File: src/rtl/conv_encode_frame.sv
// Framed convolutional encoder: UNC_W pass-through bits plus two tap-selected
// parities over a MEM-deep history, with valid/ready handshake and optional zero tail.
module conv_encode_frame #(
    parameter int           UNC_W = 1,
    parameter int           MEM   = 2,
    parameter logic [MEM:0] G1    = 3'b101,
    parameter logic [MEM:0] G0    = 3'b010,
    parameter int           TERM  = 1
) (
    input  logic             clk,
    input  logic             res,
    input  logic             in_valid,
    output logic             in_ready,
    input  logic [UNC_W-1:0] in_unc,
    input  logic             in_x,
    input  logic             in_last,
    output logic             out_valid,
    input  logic             out_ready,
    output logic [UNC_W-1:0] out_unc,
    output logic             out_c1,
    output logic             out_c0,
    output logic             out_last,
    output logic             busy
);

    localparam int              CNT_W    = $clog2(MEM + 1);
    localparam logic [CNT_W-1:0] TAIL_LEN = CNT_W'(MEM);
    localparam logic [CNT_W-1:0] CNT_ONE  = CNT_W'(1);
    localparam logic            TERM_EN  = (TERM != 0);

    typedef enum logic [0:0] {
        ST_DATA = 1'b0,
        ST_TAIL = 1'b1
    } state_t;

    function automatic logic parity_f(input logic [MEM:0] taps);
        return ^taps;
    endfunction

    state_t             state_r, state_s;
    logic [MEM-1:0]     sr_r, sr_s;
    logic [CNT_W-1:0]   cnt_r, cnt_s;
    logic               out_valid_r, out_valid_s;
    logic [UNC_W-1:0]   out_unc_r, out_unc_s;
    logic               out_c1_r, out_c1_s;
    logic               out_c0_r, out_c0_s;
    logic               out_last_r, out_last_s;
    logic               busy_r, busy_s;
    logic               in_ready_s;
    logic               load_s;
    logic               x_s;
    logic [MEM:0]       t_s;

    // Next-state, shift register and output-stage logic
    always_comb begin
        state_s     = state_r;
        sr_s        = sr_r;
        cnt_s       = cnt_r;
        out_valid_s = out_valid_r & ~out_ready;
        out_unc_s   = out_unc_r;
        out_c1_s    = out_c1_r;
        out_c0_s    = out_c0_r;
        out_last_s  = out_last_r;
        in_ready_s  = (state_r == ST_DATA) & (~out_valid_r | out_ready);
        load_s      = 1'b0;
        x_s         = 1'b0;

        case (state_r)
            ST_DATA: begin
                x_s    = in_x;
                load_s = in_valid & in_ready_s;
            end
            ST_TAIL: begin
                x_s    = 1'b0;
                load_s = ~out_valid_r | out_ready;
            end
            default: begin
                x_s    = 1'b0;
                load_s = 1'b0;
            end
        endcase

        t_s = {sr_r, x_s};

        if (load_s) begin
            // {sr, x} truncated to MEM bits is the shifted history, valid for MEM == 1 too
            sr_s        = t_s[MEM-1:0];
            out_valid_s = 1'b1;
            out_c1_s    = parity_f(t_s & G1);
            out_c0_s    = parity_f(t_s & G0);
            case (state_r)
                ST_DATA: begin
                    out_unc_s = in_unc;
                    if (in_last && TERM_EN) begin
                        out_last_s = 1'b0;
                        cnt_s      = TAIL_LEN;
                        state_s    = ST_TAIL;
                    end else begin
                        out_last_s = in_last;
                        state_s    = ST_DATA;
                    end
                end
                ST_TAIL: begin
                    out_unc_s = {UNC_W{1'b0}};
                    cnt_s     = cnt_r - CNT_ONE;
                    if (cnt_r == CNT_ONE) begin
                        out_last_s = 1'b1;
                        state_s    = ST_DATA;
                    end else begin
                        out_last_s = 1'b0;
                        state_s    = ST_TAIL;
                    end
                end
                default: begin
                    out_unc_s = {UNC_W{1'b0}};
                    state_s   = ST_DATA;
                end
            endcase
        end else begin
            state_s = state_r;
        end

        busy_s = (state_s == ST_TAIL) | (|sr_s);
    end

    // State and registered output stage
    always_ff @(posedge clk) begin
        if (res) begin
            state_r     <= ST_DATA;
            sr_r        <= {MEM{1'b0}};
            cnt_r       <= {CNT_W{1'b0}};
            out_valid_r <= 1'b0;
            out_unc_r   <= {UNC_W{1'b0}};
            out_c1_r    <= 1'b0;
            out_c0_r    <= 1'b0;
            out_last_r  <= 1'b0;
            busy_r      <= 1'b0;
        end else begin
            state_r     <= state_s;
            sr_r        <= sr_s;
            cnt_r       <= cnt_s;
            out_valid_r <= out_valid_s;
            out_unc_r   <= out_unc_s;
            out_c1_r    <= out_c1_s;
            out_c0_r    <= out_c0_s;
            out_last_r  <= out_last_s;
            busy_r      <= busy_s;
        end
    end

    assign in_ready  = in_ready_s;
    assign out_valid = out_valid_r;
    assign out_unc   = out_unc_r;
    assign out_c1    = out_c1_r;
    assign out_c0    = out_c0_r;
    assign out_last  = out_last_r;
    assign busy      = busy_r;

endmodule
File: config.mk
export PLATFORM = sky130hd
export DESIGN_NAME = conv_encode_frame
export DESIGN_NICKNAME = d
export VERILOG_FILES = /design/src/rtl/conv_encode_frame.sv
export SDC_FILE = /design/constraint.sdc
export NUM_CORES = 1
export LEC_CHECK = 0
export ABC_CLOCK_PERIOD_IN_PS = 1650
export CORE_AREA = 2 2 39 41
export DETAILED_ROUTE_END_ITERATION = 16
export DIE_AREA = 0 0 41 43
export SETUP_SLACK_MARGIN = 0.5
export SLEW_MARGIN = 40
export SYNTH_ARGS = -nofsm -noshare
export SYNTH_HDL_FRONTEND = slang
export SYNTH_SLANG_ARGS = --single-unit
File: constraint.sdc
create_clock -name clk -period 1.65 [get_ports clk]
set_clock_uncertainty 0.15 [all_clocks]
set_input_delay 0.165 -clock clk [delete_from_list [all_inputs] [get_ports clk]]
set_output_delay 0.165 -clock clk [all_outputs]
set_load 0.01 [all_outputs]
==> reports/qor.yml, run 1 <==
p_total_uw: 635.6
synth-seq-cells: 11
post-route-period-util_pct: 78.51
drt-vias-per-instance: 5.011
unrepaired_setup_endpoints_after_global_routing: "true"
layout-drive-gt1-share_pct: 47.95
finalCriticalPeriod_ns: 1.295
path_cells: "and2b_4 > nor2_4 > buf_6"
post_drt_wl_per_cell_um: 11.58
area_growth_syn_to_layout_pct: 56.00
core.rowCount: 14
leading_cell_types_in_the_layout_fill_and_taps_excluded: "7 x nor2_1, 7 x buf_4, 6 x dfxtp_2, 5 x nand2_1, 5 x dfxtp_1"
outcome: "complete, no violations"
gp_routability_congestion: 0.7653
syn_area_per_cell_um2: 9.384
max-clock-path-buffers: 2
hold_crit_start: "in_valid"
place_inst: 81
seq_area_frac_synth_pct: 46.93
die_area_um2: 1763
initial_utilization_pct: 33.91
post_layout_nonfiller_instances: 89
ant_nets: 0
cts_max_level: 1
worst_pin_slew_ns: 0.4449
slowest_stage: "dfxtp_2"
totalWireLength_um: 1031
fin_util_pct: 52.89
leakage_uw: 0.0002896
fin_worst_hold_slack_ns: 0.2840
timing.rr.start: "out_valid"
class_of_the_worst_hold_path: "in -> reg"
worst-setup-path-type: "reg -> out"
fillers: 134
largest_incremental_delay_on_the_critical_path_ns: 0.32
worst_slew_margin_rel_pct: 70.25
num_vias: 446
pwr_density_cell_nw_per_um2: 868.4
die_y_um: 43
worst-path-max-fanout: 2
grt_first_pass_wirelength_um: 1690
grt.total_usage_pct: 14.11
drtIter0Drc: 10
first_global_vias: 421
synth-warning-count: 0
fin_setup_tns_ns: 0
largest_net_degree_at_the_start_of_global_routing: 12
antenna_found_initial: 0
yosys_top_cell_area_share_pct: 46.93
timing.critical_path.buf_inv: 1
netlist_instances: 50
clock-root-buffer: "clkbuf_4"
timing.critical_path.required_ns: 1.33
cts_tree: "yes"
clk_latency_ns: 0.28
floorplan.core_area_um2: 1384
finalSetupViolations: 0
hold_violations: 0
antennaDiodeCount: 0
clk_transition_reported_paths_ns: 0.07
yosys-top-cells-area: "dfxtp_1 47%, a21oi_1 6.4%, nor2_1 6.4%"
element_type_at_the_critical_path_start: "register"
global_route.overflow_total: 0
vdd_drop_max_mv: 0.3346
worst_path_dominant_cell_family: "flip-flops"
max_freq_mhz: 772.0
maxSlewViolCount: 0
detailed_place_hpwl_um: 678.6
drc_errors: 0
post_synth_instance_area_um2: 469.2
yosysUniqueCellTypes: 22
timing.critical_path.to_type: "output port"
cap_violations: 0
synth_nets: 58
wp_data_arrival_ns: 0.98
yosysTopAreaCell: "dfxtp_1"
io_buffers: 13
num-nets-final: 82
clock_buffer_count_from_cts: 3
die-width_um: 41
tritoncts_num_sinks: 11
drt_first_pass_iters: 3
top_level_ports: 14
critical_path.startpoint: "out_valid"
[path summary, 6_finish.rpt]
kind	to	slack [ns]	cells after the start
worst max-delay path	in_ready	0.35	3
worst min-delay path	out_valid	0.28	3
worst max register to register	busy	0.41	5
worst min register to register	out_c0	0.31	2
[cells by family (layout without fill, tap and decap cells)]
| group | count (synthesis) | count (layout) | share of synthesized area [%] |
|---|---|---|---|
| compound gates | 13 | 13 | 20.00 |
| mux | 1 | 1 | 2.133 |
| buf+inv | 3 | 26 | 3.998 |
| simple gates | 20 | 20 | 22.40 |
| fa+ha+maj | 1 | 1 | 2.666 |
| flops | 11 | 11 | 46.93 |
| xor+xnor | 1 | 1 | 1.867 |
[worst min-delay path, stage by stage]
cell	delay, ns
dlygate4sd2_1	0.37
nor3_2	0.08
nor2_1	0.06
[metrics by stage]
| stage | cell area [um2] | setup slack, ns |
|---|---|---|
| 2_1_floorplan | 470.5 | 0.5136 |
| 3_3_place_gp | 635.6 | -0.1175 |
| 3_5_place_dp | 635.6 | -0.1184 |
| 4_1_cts | 721.9 | 0.3331 |
| 5_1_grt | 732.0 | 0.3242 |
| 6_report | 732.0 | 0.3547 |
[cell type report]
cell class	instances	area [um2]	area share (%)
timing repair buffer	21	187.7	25.64
multi-input combinational	36	266.5	36.41
sequential	11	227.7	31.11
inverter	1	3.754	0.5128
clock buffer	4	26.28	3.590
tap	16	20.02	2.735
[synthesized netlist by cell type, drive strengths merged]
cell,number
a32oi,3
clkbuf,1
a21oi,6
a211oi,1
nand2,5
a31oi,1
nor3,2
buf,1
nand2b,2
and2b,1
dfxtp,11
o21ai,1
nor2,9
xnor2,1
nand3,1
o211ai,1
mux2i,1
ha,1
inv,1
[where the power goes]
group,switching (uW),internal (uW)
combinational,69.0,79.5
clock,96.9,93.8
sequential,10.8,286
[metal layers]
metal,part of all wire [%],global-route usage [%],vias to the layer above
met5,0,0,-
met4,2.3,10.00,0
met3,4.2,1.571,2
met2,48,20.94,11
met1,45,17.92,210
li1,-,-,223
[state kept, by name, summed over array words and instances (netlist names)]
name       count
cnt_r          2
sr_r           2
busy           1
out_c0         1
out_c1         1
out_last       1
out_unc        1
out_valid      1
state_r        1
[repair_timing]
| item | in CTS | in global routing |
|---|---|---|
| resized for setup | 36 | 6 |
| buffers inserted | 3 | 1 |
| endpoints found under the setup margin | 17 | 15 |
| pin swaps | 5 | 6 |
| hold buffers | 0 | 0 |
| hold endpoints to repair | 0 | 0 |
(Power assumes the default switching activity.)
==> run 2: changes to the inputs <==
--- a/config.mk
+++ b/config.mk
@@ -5,10 +5,11 @@
 export SDC_FILE = /design/constraint.sdc
 export NUM_CORES = 1
 export LEC_CHECK = 0
-export ABC_CLOCK_PERIOD_IN_PS = 1650
+export ABC_CLOCK_PERIOD_IN_PS = 1150
 export CORE_AREA = 2 2 39 41
 export DETAILED_ROUTE_END_ITERATION = 16
 export DIE_AREA = 0 0 41 43
+export PLACE_DENSITY = 0.65
 export SETUP_SLACK_MARGIN = 0.5
 export SLEW_MARGIN = 40
 export SYNTH_ARGS = -nofsm -noshare
==> constraint.sdc (replaced) <==
create_clock -name clk -period 1.15 [get_ports clk]
set_clock_uncertainty 0.15 [all_clocks]
set_input_delay 0.115 -clock clk [delete_from_list [all_inputs] [get_ports clk]]
set_output_delay 0.115 -clock clk [all_outputs]
set_load 0.01 [all_outputs]
==> run 2 against run 1 <==
  * The run now ends with negative setup slack left
  * Count of clock-buffer cells in the layout is the same
  * Flip-flop and latch count is the same
  * Non-clock buffer count grew 7
  * First-iteration DRC count shrank 60%
  * Critical path type unchanged
  * Largest cell class unchanged
  * Largest power group unchanged
==> reports/qor.yml, run 2 (same netlist as run 1, synthesis figures left out) <==
outcome: "complete, but fails checks"
violations_in_the_final_reports: "negative setup slack"
timing.critical_path.buf_inv: 1
num-nets-final: 89
finalSetupViolations: 8
antennaDiodeCount: 0
totalWireLength_um: 1173
switch_pwr_uw: 261.0
layout-drive-gt1-share_pct: 58.75
drt_first_pass_iters: 4
global_route.overflow_total: 0
dp_worst_setup_slack_ns: -0.5028
gp_routability_congestion: 0.6945
drt-vias-per-instance: 4.906
critical_path_cell_count: 3
placedInstanceArea_um2: 680.7
post_layout_nonfiller_instances: 96
die-width_um: 41
worst_slew_margin_rel_pct: 75.84
routed.top_layer: "met4"
first_global_vias: 437
cts_max_level: 1
final_design_area_no_fill_um2: 847.1
reg_top3: "cnt_r: 2 flops, sr_r: 2 flops"
drtIter0Drc: 4
die_area_um2: 1763
worst-setup-path-type: "reg -> out"
largest_net_degree_at_the_start_of_global_routing: 8
tritoncts_num_sinks: 11
cts_hold_bufs: 0
unrepaired_setup_endpoints_after_global_routing: "true"
place_inst: 87
timing.reg2reg.setup_slack_ns: -0.07
layout.cells.most_common: "buf_6"
clk_transition_reported_paths_ns: 0.07
max-clock-path-buffers: 2
p_total_uw: 960.0
clock_buffer_count_from_cts: 3
worstHoldPathCells: 3
die_y_um: 43
dr_wl_met3_um: 47
hold_violations: 0
finalCriticalPeriod_ns: 1.244
core.rowCount: 14
pwr_density_cell_nw_per_um2: 1133
leading_cell_types_in_the_layout_fill_and_taps_excluded: "13 x buf_6, 8 x buf_4, 7 x dfxtp_2, 6 x nor2_1"
cell_depth_of_the_worst_flop_to_flop_path: 5
post-route-period-util_pct: 108.2
slowest_stage: "dfxtp_2"
grt.total_usage_pct: 14.52
drc_errors: 0
ant_nets: 0
fillers: 125
wl_met1_um: 526
timing.critical_path.to_type: "output port"
design_internal_power_uw: 699.0
cap_violations: 0
comb_power_share_pct: 28.9
leakage_uw: 0.0003474
largest_incremental_delay_on_the_critical_path_ns: 0.33
class_of_the_worst_hold_path: "in -> reg"
path_cells: "and2b_4 > nor2_4 > buf_6"
worst_pin_slew_ns: 0.3623
maxSlewViolCount: 0
top_level_ports: 14
element_type_at_the_critical_path_start: "register"
power.share.sequential_pct: 44.5
worst_path_dominant_cell_family: "flip-flops"
io_buffers: 13
max_freq_mhz: 803.7
timing.critical_path.required_ns: 0.88
detailroute.wirelength.met2_um: 584
clock-root-buffer: "clkbuf_4"
floorplan.core_area_um2: 1384
clk_latency_ns: 0.26
detailed_place_hpwl_um: 728.8
num_vias: 471
initial_utilization_pct: 33.91
vdd_drop_max_mv: 0.5977
wp_data_arrival_ns: 0.98
power.share.switching_pct: 27.19
fin_setup_tns_ns: -0.3129
antenna_found_initial: 0
grt_first_pass_wirelength_um: 1759
final_critical_path_setup_slack_ns: -0.09426
post_drt_wl_per_cell_um: 12.22
area_growth_syn_to_layout_pct: 80.53
worst-path-max-fanout: 2
cts_tree: "yes"
pwr-share-clk_pct: 26.6
run 2: final cells by class:
| type | instances | area, um2 | share of cell area [%] |
|---|---|---|---|
| inverters | 1 | 3.754 | 0.4431 |
| flip-flops and latches | 11 | 229.0 | 27.03 |
| well taps | 16 | 20.02 | 2.363 |
| multi-input cells | 36 | 299.0 | 35.30 |
| repair buffers | 28 | 269.0 | 31.76 |
| clock buffers | 4 | 26.28 | 3.102 |
run 2: tightest hold or removal path: cells and delay by family:
family                 cells  cell delay [ns]
buffers and inverters      1             0.42
and+or+nand+nor            2             0.14
run 2: metal layers:
metal	track usage (%)	up-vias
li1	-	236
met1	19.87	219
met2	21.25	14
met3	3.141	2
met4	6.000	0
met5	0	-
run 2: path summary, 6_finish.rpt:
path / startpoint / end
worst max register to register: out_valid / busy
worst max-delay path: out_valid / in_ready
worst min register to register: out_c0 / out_c0
worst min-delay path: in_valid / out_valid
run 2: power groups by stage:
stage	Clock, uW	Sequential [uW]	Combinational, uW
5_1_grt	286	429	299
3_5_place_dp	0	431	204
4_1_cts	269	426	242
2_1_floorplan	0	436	96.5
6_report	256	427	277
3_3_place_gp	0	430	204
run 2: metrics by stage:
step           util (%)  hold WS, ns
6_report          61.21       0.3003
4_1_cts           56.96       0.2571
3_3_place_gp      49.19       0.3018
3_5_place_dp      49.19       0.3074
2_1_floorplan         -      0.03472
5_1_grt           61.21       0.3297
run 2: timing repair:
item                                    CTS  global route
endpoints found under the setup margin   18            18
pin swaps                                10             5
buffers inserted                          2             3
resized for setup                        56             7
==> run 3: changes to the inputs <==
--- a/config.mk
+++ b/config.mk
@@ -6,9 +6,9 @@
 export NUM_CORES = 1
 export LEC_CHECK = 0
 export ABC_CLOCK_PERIOD_IN_PS = 1150
-export CORE_AREA = 2 2 39 41
+export CORE_AREA = 5 5 42 44
 export DETAILED_ROUTE_END_ITERATION = 16
-export DIE_AREA = 0 0 41 43
+export DIE_AREA = 0 0 47 49
 export PLACE_DENSITY = 0.65
 export SETUP_SLACK_MARGIN = 0.5
 export SLEW_MARGIN = 40
==> run 3 against run 2 <==
  * Highest routed layer unchanged
  * Total power fell by 1.6%
  * First-iteration DRC count is 130% higher
  * Worst setup slack better by 0.012 ns
  * Sequential power is essentially flat
  * Die area rose by 31%
  * Core utilization fell by 3.2 points
  * Count of clock-buffer cells in the layout stayed put
  * Global-route usage shrank 3.0 points
  * The flow still finishes with violations (negative setup slack)
  * Sequential share of layout area rose by 0.82 points
==> reports/qor.yml, run 3 (same netlist as run 1, synthesis figures left out) <==
outcome: "complete, but fails checks"
violations_in_the_final_reports: "negative setup slack"
die-width_um: 47
element_type_at_the_critical_path_start: "register"
gp_routability_congestion: 0.7249
ant_nets: 0
clock_buffer_count_from_cts: 3
post_drt_wl_per_cell_um: 12.36
final_design_area_no_fill_um2: 813.3
tritoncts_num_sinks: 11
switch_pwr_uw: 260.0
class_of_the_worst_hold_path: "in -> reg"
pwr-share-clk_pct: 27.6
core.rowCount: 14
comb_power_share_pct: 27.4
worst-setup-path-type: "reg -> out"
timing.critical_path.to_type: "output port"
reg_top3: "cnt_r: 2 flops, sr_r: 2 flops"
worst_pin_slew_ns: 0.3389
finalSetupViolations: 7
num_vias: 469
drt_first_pass_iters: 4
cts_max_level: 1
clock-root-buffer: "clkbuf_4"
drtIter0Drc: 9
unrepaired_setup_endpoints_after_global_routing: "true"
maxSlewViolCount: 0
die_y_um: 49
final_critical_path_setup_slack_ns: -0.08253
clk_latency_ns: 0.26
hold_violations: 0
detailed_place_hpwl_um: 840.7
power.share.sequential_pct: 45.0
max_freq_mhz: 811.3
grt_first_pass_wirelength_um: 1945
antennaDiodeCount: 0
largest_net_degree_at_the_start_of_global_routing: 8
cts_hold_bufs: 0
timing.reg2reg.setup_slack_ns: -0.07
post-route-period-util_pct: 107.2
design_internal_power_uw: 684.4
fin_worst_hold_slack_ns: 0.2781
floorplan.core_area_um2: 1401
io_buffers: 13
global_route.overflow_total: 0
drt-vias-per-instance: 4.937
area_growth_syn_to_layout_pct: 73.33
worst-path-max-fanout: 2
wp_data_arrival_ns: 0.97
antenna_found_initial: 0
initial_utilization_pct: 33.48
power.share.switching_pct: 27.53
finalCriticalPeriod_ns: 1.233
clk_transition_reported_paths_ns: 0.08
pwr_density_cell_nw_per_um2: 1161
leading_cell_types_in_the_layout_fill_and_taps_excluded: "11 x buf_4, 8 x buf_6, 6 x dfxtp_1, 5 x nor2_1, 5 x dfxtp_2"
totalWireLength_um: 1174
cts_tree: "yes"
layout-drive-gt1-share_pct: 55.70
first_global_vias: 461
num-nets-final: 88
vdd_drop_max_mv: 0.7872
leakage_uw: 0.0003325
drc_errors: 0
timing.critical_path.required_ns: 0.88
place_inst: 87
cap_violations: 0
die_area_um2: 2303
top_level_ports: 14
fin_setup_tns_ns: -0.3197
worst_slew_margin_rel_pct: 77.41
placedInstanceArea_um2: 680.7
max-clock-path-buffers: 2
grt.total_usage_pct: 11.52
layout.cells.most_common: "buf_4"
post_layout_nonfiller_instances: 95
==> run 3: cell count changes in the layout (fill, tap and decap cells not counted), moves of 2 or more <==
cell / change
dfxtp_2: -2
buf_4: +3
a32oi_2: -2
buf_6: -5
dfxtp_1: +2
==> run 3: what timing repair did <==
item	4_1_cts	5_1_grt
setup endpoints to repair	18	18
gates resized for setup	49	7
pin swaps	6	7
buffers inserted	2	2
==> run 3: per-layer routing <==
layer	share of wire (%)	global-route usage, %	wire length, um	vias up
li1	-	-	-	236
met1	38	11.56	450	222
met2	56	20.14	657	9
met3	4.5	4.797	53	2
met4	1.0	4.147	12	0
met5	0	0	0	-
==> run 3: cell type report <==
class                           instances  area (um2)
Fill cell                             126       588.1
Multi-Input combinational cell         36       296.5
Timing Repair Buffer                   27       240.2
Sequential cell                        11       226.5
Clock buffer                            4       26.28
Tap cell                               16       20.02
Inverter                                1       3.754
==> run 3: final timing paths <==
path,cells past startpoint,to,startpoint
min,3,out_valid,in_valid
max reg2reg,4,out_c1,state_r
max,3,in_ready,out_valid
min reg2reg,2,out_c0,out_c0
==> run 3: power by group through the flow <==
| stage | Sequential (uW) | Combinational (uW) | Clock [uW] |
|---|---|---|---|
| after floorplan | 436 | 96.5 | 0 |
| after global placement | 430 | 204 | 0 |
| after detailed placement | 431 | 207 | 0 |
| after CTS | 425 | 229 | 267 |
| after global routing | 428 | 280 | 298 |
| final | 425 | 259 | 261 |
==> run 3: metrics by stage <==
| step | utilization [%] | power [uW] | setup slack [ns] |
|---|---|---|---|
| 4_1_cts | 54.37 | 921.5 | -0.1006 |
| 6_report | 58.04 | 944.3 | -0.08253 |
| 3_3_place_gp | 48.57 | 634.1 | -0.5079 |
| 3_5_place_dp | 48.57 | 638.2 | -0.5120 |
| 5_1_grt | 58.04 | 1006 | -0.1275 |
| 2_1_floorplan | - | 532.7 | 0.01435 |
==> run 3: critical path, stage by stage, from the launching register on <==
cell	delay, ns
dfxtp_2	0.33
and2b_4	0.17
nor2_4	0.10
buf_6	0.11
